$ cat config.mk
export PLATFORM = sky130hd
export DESIGN_NAME = quad_steer_decoder
export DESIGN_NICKNAME = d
export VERILOG_FILES = /design/src/rtl/quad_pkg.sv /design/src/rtl/quad_input_filter.sv /design/src/rtl/quad_steer_decoder.sv
export SDC_FILE = /design/constraint.sdc
export NUM_CORES = 1
export LEC_CHECK = 0
export ABC_CLOCK_PERIOD_IN_PS = 2500
export CORE_MARGIN = 4
export CORE_UTILIZATION = 40
export CTS_BUF_LIST = sky130_fd_sc_hd__clkbuf_4
export DETAILED_ROUTE_END_ITERATION = 10
export HOLD_SLACK_MARGIN = 0.02
export SETUP_SLACK_MARGIN = 0.15
export SYNTH_ARGS = -nofsm -noshare
export SYNTH_HDL_FRONTEND = slang
export SYNTH_SLANG_ARGS = --single-unit
$ cat constraint.sdc
create_clock -name CLK -period 2.5 [get_ports CLK]
set_input_delay 0.5 -clock CLK [delete_from_list [all_inputs] [get_ports CLK]]
set_output_delay 0.5 -clock CLK [all_outputs]
set_load 0.05 [all_outputs]
$ cat src/rtl/quad_pkg.sv
// -----------------------------------------------------------------------------
// quad_pkg
//   Shared definitions for the quadrature receive path.
//   - Gray-coded {A,B} state constants (QS_00 / QS_01 / QS_11 / QS_10).
//   - Direction encodings DIR_FWD / DIR_REV.
//   - quad_step(): classifies one filtered state change as legal/illegal,
//     moved/not-moved, and forward/reverse.
// -----------------------------------------------------------------------------
package quad_pkg;

    // Forward rotation visits the states in this order: 00 -> 01 -> 11 -> 10 -> 00.
    typedef enum logic [1:0] {
        QS_00 = 2'b00,
        QS_01 = 2'b01,
        QS_11 = 2'b11,
        QS_10 = 2'b10
    } quad_state_e;

    localparam logic DIR_FWD = 1'b1;
    localparam logic DIR_REV = 1'b0;

    typedef struct packed {
        logic legal;  // at most one bit changed
        logic move;   // at least one bit changed
        logic dir;    // DIR_FWD / DIR_REV, meaningful only for a legal move
    } quad_step_t;

    function automatic quad_step_t quad_step(input logic [1:0] prev, input logic [1:0] next);
        quad_step_t r;
        logic [1:0] fwd_next;
        case (prev)
            QS_00:   fwd_next = QS_01;
            QS_01:   fwd_next = QS_11;
            QS_11:   fwd_next = QS_10;
            default: fwd_next = QS_00;
        endcase
        r.move  = (prev != next);
        r.legal = ((prev ^ next) != 2'b11);
        r.dir   = (next == fwd_next) ? DIR_FWD : DIR_REV;
        return r;
    endfunction

endpackage : quad_pkg

$ cat src/rtl/quad_input_filter.sv
// -----------------------------------------------------------------------------
// quad_input_filter
//   Brings the asynchronous A/B pair into the clock domain and debounces it.
//   Both bits are filtered as one 2-bit vector so that a genuine simultaneous
//   change of A and B survives as a double-bit transition downstream.
//
//   Timing: an input change reaches f on the (2 + FILTER_LEN)-th rising edge
//   (2 synchronizer stages, then FILTER_LEN consecutive stable samples).
//
// Ports
//   clk     in   1  clock
//   rst_n   in   1  asynchronous active-low reset
//   a_i     in   1  phase A, asynchronous
//   b_i     in   1  phase B, asynchronous
//   s_o     out  2  synchronized {A,B}; the value f adopts when upd_o is high
//   f_o     out  2  filtered {A,B} (registered)
//   upd_o   out  1  high in the cycle whose closing edge loads s_o into f_o
// -----------------------------------------------------------------------------
module quad_input_filter
    import quad_pkg::*;
#(
    parameter int FILTER_LEN = 4
) (
    input  logic       clk,
    input  logic       rst_n,
    input  logic       a_i,
    input  logic       b_i,
    output logic [1:0] s_o,
    output logic [1:0] f_o,
    output logic       upd_o
);

    localparam int               CNT_W    = $clog2(FILTER_LEN + 1);
    localparam logic [CNT_W-1:0] CNT_LAST = CNT_W'(FILTER_LEN);

    logic [1:0]       meta_q, meta_d;
    logic [1:0]       s_q, s_d;
    logic [1:0]       last_q, last_d;  // s from the previous clock, to detect changes
    logic [1:0]       f_q, f_d;
    logic [CNT_W-1:0] cnt_q, cnt_d;
    logic [CNT_W-1:0] run_len;
    logic             upd;

    always_comb begin
        // NOTE: every variable gets a default before any branch so no path leaves it unassigned (no latch).
        meta_d = {a_i, b_i};
        s_d    = meta_q;
        last_d = s_q;
        f_d    = f_q;
        cnt_d  = '0;
        upd    = 1'b0;

        // Length of the current run of identical s samples, including this one.
        // A change of s restarts the run at 1.
        run_len = (s_q == last_q) ? cnt_q + 1'b1 : CNT_W'(1);

        if (s_q != f_q) begin
            if (run_len >= CNT_LAST) begin
                f_d = s_q;
                upd = 1'b1;
            end else begin
                cnt_d = run_len;
            end
        end
    end

    // NOTE: sequential state uses non-blocking assignments so all flops sample pre-edge values.
    always_ff @(posedge clk or negedge rst_n) begin
        if (!rst_n) begin
            meta_q <= 2'b00;
            s_q    <= 2'b00;
            last_q <= 2'b00;
            f_q    <= QS_00;
            cnt_q  <= '0;
        end else begin
            meta_q <= meta_d;
            s_q    <= s_d;
            last_q <= last_d;
            f_q    <= f_d;
            cnt_q  <= cnt_d;
        end
    end

    assign s_o   = s_q;
    assign f_o   = f_q;
    assign upd_o = upd;

endmodule : quad_input_filter

$ cat src/rtl/quad_steer_decoder.sv
// -----------------------------------------------------------------------------
// quad_steer_decoder
//   Receive side of the steering quadrature path. Filters the A/B pair,
//   decodes Gray-code steps, keeps a wrapping position count, flags illegal
//   double-bit transitions and samples a saturated signed step count per
//   velocity window. Also serves as a loopback checker for the encoder.
//
// Parameters
//   FILTER_LEN  consecutive stable clocks to accept a new A/B value (>=1)
//   POS_W       position counter width (wraps modulo 2^POS_W)
//   VEL_W       signed velocity sample width
//   WINDOW      velocity window length in clocks (>=2)
//
// Ports
//   CLK          in   1      clock, rising edge
//   Reset_n      in   1      asynchronous active-low reset
//   clr_I        in   1      synchronous position clear (wins over a step)
//   A_I, B_I     in   1      quadrature phases, asynchronous
//   step_O       out  1      one-clock pulse per legal step
//   dir_O        out  1      direction of last legal step (1 = forward)
//   pos_O        out  POS_W  wrapping position count
//   vel_O        out  VEL_W  signed saturated steps in last completed window
//   vel_valid_O  out  1      one-clock pulse when vel_O updates
//   err_O        out  1      one-clock pulse on a double-bit transition
// -----------------------------------------------------------------------------
module quad_steer_decoder
    import quad_pkg::*;
#(
    parameter int FILTER_LEN = 4,
    parameter int POS_W      = 8,
    parameter int VEL_W      = 8,
    parameter int WINDOW     = 22500
) (
    input  logic             CLK,
    input  logic             Reset_n,
    input  logic             clr_I,
    input  logic             A_I,
    input  logic             B_I,
    output logic             step_O,
    output logic             dir_O,
    output logic [POS_W-1:0] pos_O,
    output logic [VEL_W-1:0] vel_O,
    output logic             vel_valid_O,
    output logic             err_O
);

    localparam int                      WIN_W    = $clog2(WINDOW);
    localparam logic [WIN_W-1:0]        WIN_LAST = WIN_W'(WINDOW - 1);
    localparam logic signed [VEL_W-1:0] VEL_MAX  = VEL_W'((2 ** (VEL_W - 1)) - 1);
    localparam logic signed [VEL_W-1:0] VEL_MIN  = -VEL_MAX;

    // ---------------------------------------------------------------------
    // Input synchronizer and joint stability filter
    // ---------------------------------------------------------------------
    logic [1:0] filt_s;
    logic [1:0] filt_f;
    logic       filt_upd;

    quad_input_filter #(
        .FILTER_LEN (FILTER_LEN)
    ) u_filter (
        .clk   (CLK),
        .rst_n (Reset_n),
        .a_i   (A_I),
        .b_i   (B_I),
        .s_o   (filt_s),
        .f_o   (filt_f),
        .upd_o (filt_upd)
    );

    // ---------------------------------------------------------------------
    // Decode, position and velocity state
    // ---------------------------------------------------------------------
    logic                    init_q, init_d;
    logic                    step_q, step_d;
    logic                    err_q, err_d;
    logic                    dir_q, dir_d;
    logic [POS_W-1:0]        pos_q, pos_d;
    logic signed [VEL_W-1:0] acc_q, acc_d;
    logic signed [VEL_W-1:0] acc_step;   // accumulator including this cycle's step
    logic [VEL_W-1:0]        vel_q, vel_d;
    logic                    vel_valid_q, vel_valid_d;
    logic [WIN_W-1:0]        win_q, win_d;
    quad_step_t              qs;

    always_comb begin
        qs     = quad_step(filt_f, filt_s);
        init_d = init_q;
        step_d = 1'b0;
        err_d  = 1'b0;
        dir_d  = dir_q;

        // The first filtered value after reset only establishes the starting
        // phase; treating it as a step would count a phantom move.
        if (filt_upd) begin
            if (init_q) begin
                init_d = 1'b0;
            end else if (!qs.legal) begin
                err_d = 1'b1;
            end else if (qs.move) begin
                step_d = 1'b1;
                dir_d  = qs.dir;
            end
        end

        // Position: clear overrides a coincident step; natural wrap in both directions.
        pos_d = pos_q;
        if (clr_I) begin
            pos_d = '0;
        end else if (step_d) begin
            pos_d = (qs.dir == DIR_FWD) ? pos_q + 1'b1 : pos_q - 1'b1;
        end

        // Velocity accumulator saturates symmetrically.
        acc_step = acc_q;
        if (step_d) begin
            if ((qs.dir == DIR_FWD) && (acc_q != VEL_MAX)) begin
                acc_step = acc_q + 1'b1;
            end else if ((qs.dir == DIR_REV) && (acc_q != VEL_MIN)) begin
                acc_step = acc_q - 1'b1;
            end
        end

        // The last cycle of the window publishes the sum including its own step.
        if (win_q == WIN_LAST) begin
            win_d       = '0;
            acc_d       = '0;
            vel_d       = acc_step;
            vel_valid_d = 1'b1;
        end else begin
            win_d       = win_q + 1'b1;
            acc_d       = acc_step;
            vel_d       = vel_q;
            vel_valid_d = 1'b0;
        end
    end

    always_ff @(posedge CLK or negedge Reset_n) begin
        if (!Reset_n) begin
            init_q      <= 1'b1;
            step_q      <= 1'b0;
            err_q       <= 1'b0;
            dir_q       <= DIR_REV;
            pos_q       <= '0;
            acc_q       <= '0;
            vel_q       <= '0;
            vel_valid_q <= 1'b0;
            win_q       <= '0;
        end else begin
            init_q      <= init_d;
            step_q      <= step_d;
            err_q       <= err_d;
            dir_q       <= dir_d;
            pos_q       <= pos_d;
            acc_q       <= acc_d;
            vel_q       <= vel_d;
            vel_valid_q <= vel_valid_d;
            win_q       <= win_d;
        end
    end

    assign step_O      = step_q;
    assign err_O       = err_q;
    assign dir_O       = dir_q;
    assign pos_O       = pos_q;
    assign vel_O       = vel_q;
    assign vel_valid_O = vel_valid_q;

endmodule : quad_steer_decoder

Word level (Yosys, flattened, before mapping) --
Cells that the tools add are included.
Storage, ports and cells: register bits 55, bits in latches 0, RAM bits 0, ROM bits 0, output and inout bits 20, word-level logic and storage cells 63, memories 0
Cells by class: $add $sub $neg 6, $mul 0, divide/modulo/power cells 0, order comparisons 1, eq/ne operators 10, shifts and indexed selects 0, mux-type cells 23, bitwise operators 3, reductions and logical operators 6
Operators with widths (number):
- 8-bit 2-to-1 mux | 7
- 8-bit by 1-bit adder with 8-bit output (second input constant) | 2
- 8-bit inequality test (second input constant) | 2
- 8-bit by 1-bit subtractor with 8-bit output (second input constant) | 2
- 15-bit by 1-bit adder with 15-bit output (second input constant) | 1
- 15-bit equality test (second input constant) | 1
- 15-bit 2-to-1 mux | 1
- 1-bit 2-to-1 mux | 11
- 3-bit 2-to-1 mux | 3
- 2-bit one-hot mux with 3 select lines | 1
- 2-bit equality test | 2
- 2-bit inequality test | 2
- 4-bit AND reduction | 1
- 3-bit by 1-bit adder with 3-bit output (second input constant) | 1
- 3-bit greater-or-equal comparator (second input constant) | 1
- 2-bit by 1-bit equality test with 1-bit output (second input constant) | 1
- 2-bit equality test (second input constant) | 1
- 1-bit logical AND | 2
- 2-bit zero test | 1
- 2-bit inequality test (second input constant) | 1
- 1-bit inverter | 2
- 2-bit AND reduction | 1
- 2-bit nonzero test | 1
- 2-bit bitwise XOR | 1

Depth between registers and ports, before layout --
Gate-level depths: netlist of the first run.
depth after elaboration 10, gate-level depth with buffers 10, depth with buffers taken out 9

Hierarchy --
A second synthesis of the first run with hierarchy kept.
Second synthesis, totals: cell total of the unflattened synthesis 275, area, all modules 2831.5 um^2
By module, submodules not included:
- quad_steer_decoder | instances 1, cells an instance 249, area an instance 2411.1 um^2, sequential area each 1102.3 um^2
- quad_input_filter | instances 1, cells an instance 26, area an instance 420.4 um^2, sequential area each 275.3 um^2

Worst setup path before layout of the first run --
Ideal clock, no wire load.
kind register to register, start reg u_filter.s_q[1], in the netlist u_filter.s_o[1], end reg pos_q[7], in the netlist pos_O[7], setup time 125 ps, data arrival time 2306 ps, path slack 69 ps, cell stages (with the launch flop) 9, path buffers 1, period minus slack after synthesis 2431 ps, cells stage by stage dfrtp_1 -> xor2_1 -> or2_0 -> buf_6 -> ha_1 -> or3_1 -> o211ai_1 -> mux2i_1 -> mux2_2
Between the ends: word-level cells in the longest chain between the ends 7, elaborated cells on any way between the ends 19
RTL lines:
- start, declared | RTL line quad_input_filter.sv:37 | logic [1:0] s_q, s_d;
- start signal, assigned | RTL line quad_input_filter.sv:71 | s_q <= 2'b00;
- start signal, assigned | RTL line quad_input_filter.sv:77 | s_q <= s_d;
- 2-bit equality test | RTL line quad_input_filter.sv:55 | run_len = (s_q == last_q) ? cnt_q + 1'b1 : CNT_W'(1);
- 3-bit 2-to-1 mux | RTL line quad_input_filter.sv:55
- 3-bit greater-or-equal comparator | RTL line quad_input_filter.sv:58 | if (run_len >= CNT_LAST) begin
- 1-bit 2-to-1 mux | RTL line quad_input_filter.sv:58
- 1-bit 2-to-1 mux | RTL line quad_input_filter.sv:57 | if (s_q != f_q) begin
- 1-bit 2-to-1 mux | RTL line quad_steer_decoder.sv:95 | if (filt_upd) begin
- 2-bit nonzero test (no source line)
- end signal, assigned | RTL line quad_steer_decoder.sv:154 | pos_q <= pos_d;
- end, declared | RTL line quad_steer_decoder.sv:78 | logic [POS_W-1:0] pos_q, pos_d;
Several ways; a longest one is shown, not always the timed one. The select of a mux whose other input is x is not followed. A chain may end at the register's enable or synchronous reset.

Worst setup path in the final report of the first run --
Ends and elaborated chain as after synthesis.

==> summary.md, run 1 <==
| Metric | Value |
|---|---|
| Worst slack, placed | `46.9 ps` |
| Setup violators final | `0` |
| Area grow syn2layout | `23.4%` |
| Count of final hold-check violations | `0` |
| Tightest Pin Transition | `541 ps` |
| Clock skew | `19.4 ps` |
| Grt total ovfl | `0` |
| Yosys top cell by area | `dfrtp_1` |
| Register area share after synthesis | `46.2%` |
| Detailed placer's ending HPWL | `4.47 mm` |
| Initial core utilization | `41.1%` |
| Synth Area in Simple Gates | `20.4%` |
| Die height | `94.3 µm` |
| # diodes | `0` |
| # H-tree levels | `2` |
| Yosys cell types | `53` |
| Critical Path Start Type | `register` |
| Crit path largest cell delay | `430 ps` |
| Largest family of logic cells by synthesized area | `simple AND/OR/NAND/NOR gates` |
| Drt drc | `0` |
| Gr usage total | `14.7%` |
| CTS tree | `done` |
| Worst Path Arrival | `2650 ps` |
| Final worst slack | `131 ps` |
| WP data required | `2780 ps` |
| # IOs | `25` |
| Die X-Extent | `94.3 µm` |
| Post-synth ARST share | `100%` |
| Core Region | `0.00725 mm²` |
| Number of global-route vias before repair | `2235` |
| Largest cells by area after synthesis | `dfrtp_1, ha_1, nor2_1, xnor2_1, nand3_1` |
| Worst-Skew Late Latency | `370 ps` |
| Maximum number of pins on one net before global-route repair | `41` |
| Post-layout nets | `366` |
| Status | `complete, no violations` |
| CP max-delay cell | `dfrtp_1` |
| Slew headroom | `63.5%` |
| Mux share of post-synthesis cell area | `2.14%` |
| Share of the synthesized area in the top cell type | `45.3%` |
| Clk buf depth | `2` |
| Critical path's top delay family | `simple AND/OR/NAND/NOR gates` |
| Crit path buf inv count | `1` |
| Post-synth EDFFs | `0` |
| Routability cong. | `0.927` |
| Post-Synthesis Cell Area | `0.00298 mm²` |
| Primary FF master, synth | `dfrtp_1` |
| CTS buffer count | `5` |
| Max-cap viol count | `0` |
| Min-delay worst type | `reg2reg` |
| Total clock sinks | `55` |
| Syn nets | `324` |
| Max Freq | `422 MHz` |
| FP Rows | `31` |
| Yosys warns | `0` |
| Setup crit end kind | `register` |
| CP Class | `reg2reg` |
| Layout cells sized above 1 | `15.8%` |
| Worst-path cell chain | `xor2_1 -> or2_1 -> buf_6 -> ha_4 -> or3_1 -> o211ai_1 -> mux2i_1 -> mux2_2` |
| Final Slew Violations | `0` |
| First DRT Iteration DRCs | `46` |
| PnR Total Power | `3.16 mW` |
| Vias per inst | `5.12` |
| Setup TNS | `0 ps` |
| Total Routed Length | `6.20 mm` |
| Reg clk slew, reported paths | `170 ps` |
| XOR/XNOR share of the synthesized area | `6.76%` |
| Compound-Gate Fraction of Synth Area | `14.4%` |
| Tmin final | `2370 ps` |
| Max IR drop VDD | `0.329 mV` |
| Leak Pwr | `1.56 nW` |
| First-pass GRT wire length | `10.6 mm` |
| Die ar. | `0.00890 mm²` |
| Syn Inst Count | `305` |
| Port Buffers | `24` |
| Highest fanout seen on the critical path | `5` |
| Root Driver | `clkbuf_4` |
| Vias post-DR | `2290` |
| Avg Cell Area, Syn | `9.78 µm²` |
| Power density over the cells | `859 mW/mm²` |
| Synthesized flop and latch total | `55` |
| RSZ-0062 raised after global routing | `true` |
| Synth Area in Adders | `6.13%` |
| Tcrit/Tclk final | `94.8%` |
| Finished Core Util | `50.7%` |
| Initial antenna violation count | `0` |
| Avg WL per Cell | `13.9 µm` |
| Final ANT Viol Nets | `0` |
| DR pass1 iterations | `4` |
final timing paths:
check / slack, ps / end / cells past startpoint / start
worst max-delay path: 130 / pos_O[7]$_DFFE_PN0P_ / 8 / u_filter.s_o[1]$_DFF_PN0_
worst min-delay path: 390 / u_filter.s_o[0]$_DFF_PN0_ / 0 / u_filter.meta_q[0]$_DFF_PN0_
worst max register to register: 130 / pos_O[7]$_DFFE_PN0P_ / 8 / u_filter.s_o[1]$_DFF_PN0_
worst min register to register: 390 / u_filter.s_o[0]$_DFF_PN0_ / 0 / u_filter.meta_q[0]$_DFF_PN0_
max in group asynchronous: 1360 / init_q$_DFFE_PN1P_ / 3 / Reset_n
min in group asynchronous: 560 / pos_O[4]$_DFFE_PN0P_ / 2 / Reset_n
registers in the layout, indices dropped and copies added (netlist names):
register         count
u_filter.cnt_q       3
u_filter.meta_q      2
u_filter.s_o         2
vel_valid_O          1
step_O               1
dir_O                1
pos_O                8
u_filter.f_o         2
vel_O                8
err_O                1
acc_q                8
win_q               15
init_q               1
u_filter.last_q      2
layer usage:
layer  part of all wire, %  wire length [µm]  GRT usage, %  vias up
li1                      -                 -             -     1187
met2                    47              2890          23.2       24
met1                    50              3110          21.3     1075
met3                   2.5               157          2.55        4
met5                     0                 0             0        -
met4                  0.74                46          3.37        0
cell families after synthesis:
kind of cell	count (synthesis)
multiplexers	6
adder cells (fa/ha/maj)	14
other	1
AO/OA/AOI/OAI	59
flip-flops	55
buffers and inverters	28
AND/OR/NAND/NOR	119
XOR/XNOR	23
cells in the final DEF, fill, tap and decap left out, types with 3 or more instances in the layout:
cell / instances
nor2b_1: 3
o2111ai_1: 3
dfrtp_1: 53
mux2i_1: 3
a211oi_1: 3
nand4_1: 9
clkbuf_4: 5
and3_1: 4
xor2_1: 9
clkdlybuf4s50_1: 23
a22oi_1: 3
ha_4: 5
xnor2_1: 11
or4_1: 3
or3_1: 6
ha_1: 8
buf_4: 19
o21ai_0: 10
mux2_2: 3
inv_1: 15
nor2_1: 30
nor3_1: 9
a2111o_1: 8
nand3_1: 20
a21oi_1: 12
nand2_1: 18
where the power goes:
group / switching [mW] / total (mW) / internal [mW]
clock: 0.292 / 0.506 / 0.214
combinational: 0.786 / 1.47 / 0.681
sequential: 0.178 / 1.19 / 1.01
Yosys cell counts, types with 10 or more instances:
cell and number:
nand3_1 20, ha_1 13, dfrtp_1 54, o21ai_0 10, nand2_1 18, nor2_1 31
xor2_1 11, a21oi_1 13, xnor2_1 12, clkbuf_1 10, inv_1 15
area by class of cell:
| cell class | count | area, µm² |
|---|---|---|
| flip-flops and latches | 55 | 1380 |
| well taps | 99 | 124 |
| fillers | 697 | 3570 |
| clock buffers | 5 | 37.5 |
| repair buffers | 48 | 435 |
| multi-input cells | 222 | 1600 |
| inverters | 15 | 56.3 |
| clock inverters | 3 | 46.3 |
what timing repair did:
item | in CTS | in global routing
gates cloned | 1 | 0
buffers inserted | 5 | 1
pin swaps | 5 | 11
setup endpoints to repair | 13 | 21
hold buffers | 1 | 0
resized for setup | 6 | 10
hold endpoints to repair | 7 | 0
worst register-to-register path, delay by kind of cell (launching register included):
kind            cells  cell delay [ps]
fa+ha+maj           1              250
xor+xnor            1              170
buf+inv             1              160
simple gates        2              600
flops               1              430
compound gates      1              110
mux                 2              560
per-stage QoR:
step / hold WS [ps] / cell area [µm²] / instances
4_1_cts: 397 / 3610 / 446
3_3_place_gp: 358 / 3430 / 431
6_report: 392 / 3680 / 447
5_1_grt: 401 / 3680 / 447
3_5_place_dp: 360 / 3430 / 431
2_1_floorplan: 204 / 3000 / 305
No activity file was read; power rests on OpenSTA's default activity.
==> run 2: changes to the inputs <==
MAX_ROUTING_LAYER = met4   (was default)
==> run 2 against run 1 <==
  * Worst setup slack got worse by 3.5 ps
  * Sequential share of layout area fell by 0.99 points
  * Final area rose by 2.7%
  * Routed wire length rose by 5.1%
  * Critical endpoint unchanged
  * Highest routed layer unchanged
==> summary.md, run 2 (synthesis results as in run 1) <==
| Metric | Value |
|---|---|
| CP Class | `reg2reg (unchanged)` |
| Slew headroom | `62.8% (was 63.5%)` |
| Setup TNS | `0 ps (unchanged)` |
| Crit path largest cell delay | `470 ps (was 430 ps)` |
| Commonest non-fill, non-tap cells in the layout | `dfrtp_1, nor2_1, clkdlybuf4s50_1 (unchanged)` |
| Vias per inst | `5.24 (was 5.12)` |
| Post-layout nets | `370 (was 366)` |
| Layout cells sized above 1 | `20.2% (was 15.8%)` |
| CP max-delay cell | `dfrtp_2 (was dfrtp_1)` |
| CTS tree | `done (unchanged)` |
| Number of global-route vias before repair | `2290 (was 2235)` |
| Final ANT Viol Nets | `0 (unchanged)` |
| # IOs | `25 (unchanged)` |
| Switch share | `40.3% (was 39.7%)` |
| Detailed placer's ending HPWL | `4.43 mm (was 4.47 mm)` |
| Drt drc | `0 (unchanged)` |
| Final Slew Violations | `0 (unchanged)` |
| Critical Path Start Type | `register (unchanged)` |
| Worst-path cell chain | `xnor2_2 -> or2_1 -> buf_6 -> ha_4 -> or3_1 -> o211ai_1 -> mux2i_1 -> mux2_2 (was xor2_1 -> or2_1 -> buf_6 -> ha_4 -> or3_1 -> o211ai_1 -> mux2i_1 -> mux2_2)` |
| RSZ-0062 raised after global routing | `true (unchanged)` |
| Tmin final | `2370 ps (about the same)` |
| Max IR drop VDD | `0.302 mV (was 0.329 mV)` |
| WP data required | `2780 ps (about the same)` |
| Max-cap viol count | `0 (unchanged)` |
| Port Buffers | `24 (unchanged)` |
| P_sw | `1.34 mW (was 1.26 mW)` |
| Reg-to-reg endpoint | `pos_O[7]$_DFFE_PN0P_ (unchanged)` |
| Maximum number of pins on one net before global-route repair | `41 (unchanged)` |
| PnR Total Power | `3.32 mW (was 3.16 mW)` |
| Tightest Pin Transition | `554 ps (was 541 ps)` |
| Clk buf depth | `2 (unchanged)` |
| Highest fanout seen on the critical path | `5 (unchanged)` |
| Power density over the cells | `877 mW/mm² (was 859 mW/mm²)` |
| FP Rows | `31 (unchanged)` |
| Crit path buf inv count | `1 (unchanged)` |
| Avg WL per Cell | `14.5 µm (was 13.9 µm)` |
| Worst hold path depth | `0 (unchanged)` |
| Status | `complete, no violations (unchanged)` |
| Hold Crit Endpoint | `u_filter.s_o[0]$_DFF_PN0_ (unchanged)` |
| Gr usage total | `16.0% (was 14.7%)` |
| Area grow syn2layout | `26.8% (was 23.4%)` |
| Total clock sinks | `55 (unchanged)` |
| Most flops, register | `win_q (unchanged)` |
| Register share of total power | `36.0% (was 37.6%)` |
| Min-delay worst type | `reg2reg (unchanged)` |
| DR pass1 iterations | `4 (unchanged)` |
| R2R Setup Slk | `130 ps (about the same)` |
| Count of final hold-check violations | `0 (unchanged)` |
| Critical path's top delay family | `simple AND/OR/NAND/NOR gates (unchanged)` |
| Worst-Skew Late Latency | `380 ps (was 370 ps)` |
| Worst r2r src | `u_filter.s_o[0]$_DFF_PN0_ (was u_filter.s_o[1]$_DFF_PN0_)` |
| Leak Pwr | `1.61 nW (was 1.56 nW)` |
| Total Routed Length | `6.52 mm (was 6.20 mm)` |
| Initial core utilization | `41.1% (unchanged)` |
| Initial antenna violation count | `0 (unchanged)` |
| Gate power share | `48.4% (was 46.4%)` |
| R2R cell count | `8 (unchanged)` |
| Worst Path Arrival | `2650 ps (about the same)` |
| Max reg flops | `15 (unchanged)` |
| Setup crit end kind | `register (unchanged)` |
| Die X-Extent | `94.3 µm (unchanged)` |
| Clock skew | `8.96 ps (was 19.4 ps)` |
| Reg clk slew, reported paths | `160 ps (was 170 ps)` |
| # H-tree levels | `2 (unchanged)` |
| Clk pwr share | `15.6% (was 16.0%)` |
| Setup violators final | `0 (unchanged)` |
| Grt total ovfl | `0 (unchanged)` |
| Core Region | `0.00725 mm² (unchanged)` |
| Die ar. | `0.00890 mm² (unchanged)` |
| First-pass GRT wire length | `10.9 mm (was 10.6 mm)` |
| Tcrit/Tclk final | `94.9% (was 94.8%)` |
| # diodes | `0 (unchanged)` |
| Max Freq | `421 MHz (was 422 MHz)` |
| First DRT Iteration DRCs | `69 (was 46)` |
| CTS buffer count | `5 (unchanged)` |
| Commonest non-fill, non-tap cell in the layout | `dfrtp_1 (unchanged)` |
| Die height | `94.3 µm (unchanged)` |
| Root Driver | `clkbuf_4 (unchanged)` |
| P_int | `1.98 mW (was 1.91 mW)` |
| Routability cong. | `0.916 (was 0.927)` |
| Vias post-DR | `2363 (was 2290)` |
| Worst Hold Launch | `u_filter.meta_q[0]$_DFF_PN0_ (unchanged)` |
run 2: power groups by stage:
stage	combinational, mW	sequential, mW	clock (mW)
detailed placement	1.30	1.20	0
global route	1.75	1.22	0.570
floorplan	0.896	1.23	0
finish	1.61	1.19	0.518
global placement	1.28	1.20	0
CTS	1.46	1.18	0.544
run 2: through the flow:
step	worst slack, ps	cells	util [%]	instance area (µm²)	hold slack [ps]
2_1_floorplan	156	305	-	3000	204
3_3_place_gp	105	430	47.2	3430	356
3_5_place_dp	33.7	430	47.2	3430	364
4_1_cts	133	450	50.6	3670	397
5_1_grt	46.2	451	52.1	3780	397
6_report	127	451	52.1	3780	398
run 2: routing by layer:
| metal | track usage (%) | share of wire [%] | up-vias |
|---|---|---|---|
| met5 | - | 0 | - |
| met4 | 3.97 | 1.0 | 0 |
| met3 | 3.19 | 3.7 | 5 |
| met2 | 24.9 | 47 | 36 |
| met1 | 21.5 | 49 | 1124 |
| li1 | - | - | 1198 |
run 2: worst max-delay path by stage:
stage | from | end | slack [ps] | cells after the start
CTS | u_filter.s_o[0]$_DFF_PN0_ | pos_O[7]$_DFFE_PN0P_ | 130 | 8
finish | u_filter.s_o[0]$_DFF_PN0_ | pos_O[7]$_DFFE_PN0P_ | 130 | 8
floorplan | u_filter.s_o[0]$_DFF_PN0_ | pos_O[7]$_DFFE_PN0P_ | 160 | 8
detailed placement | u_filter.s_o[1]$_DFF_PN0_ | pos_O[6]$_DFFE_PN0P_ | 30 | 9
global route | u_filter.s_o[0]$_DFF_PN0_ | pos_O[6]$_DFFE_PN0P_ | 50 | 10
global placement | u_filter.s_o[1]$_DFF_PN0_ | pos_O[7]$_DFFE_PN0P_ | 100 | 9
run 2: cell type report:
| cell class | instances | area, µm² |
|---|---|---|
| fill | 694 | 3470 |
| multi-input combinational | 222 | 1660 |
| sequential | 55 | 1380 |
| timing repair buffer | 52 | 473 |
| tap | 99 | 124 |
| inverter | 15 | 56.3 |
| clock buffer | 6 | 45.0 |
| clock inverter | 2 | 38.8 |
run 2: what timing repair did:
action	4_1_cts	5_1_grt
hold endpoints to repair	7	0
endpoints found under the setup margin	11	25
hold buffers	1	0
pin swaps	6	8
buffers inserted	10	1
resized for setup	9	22
cloned	1	0
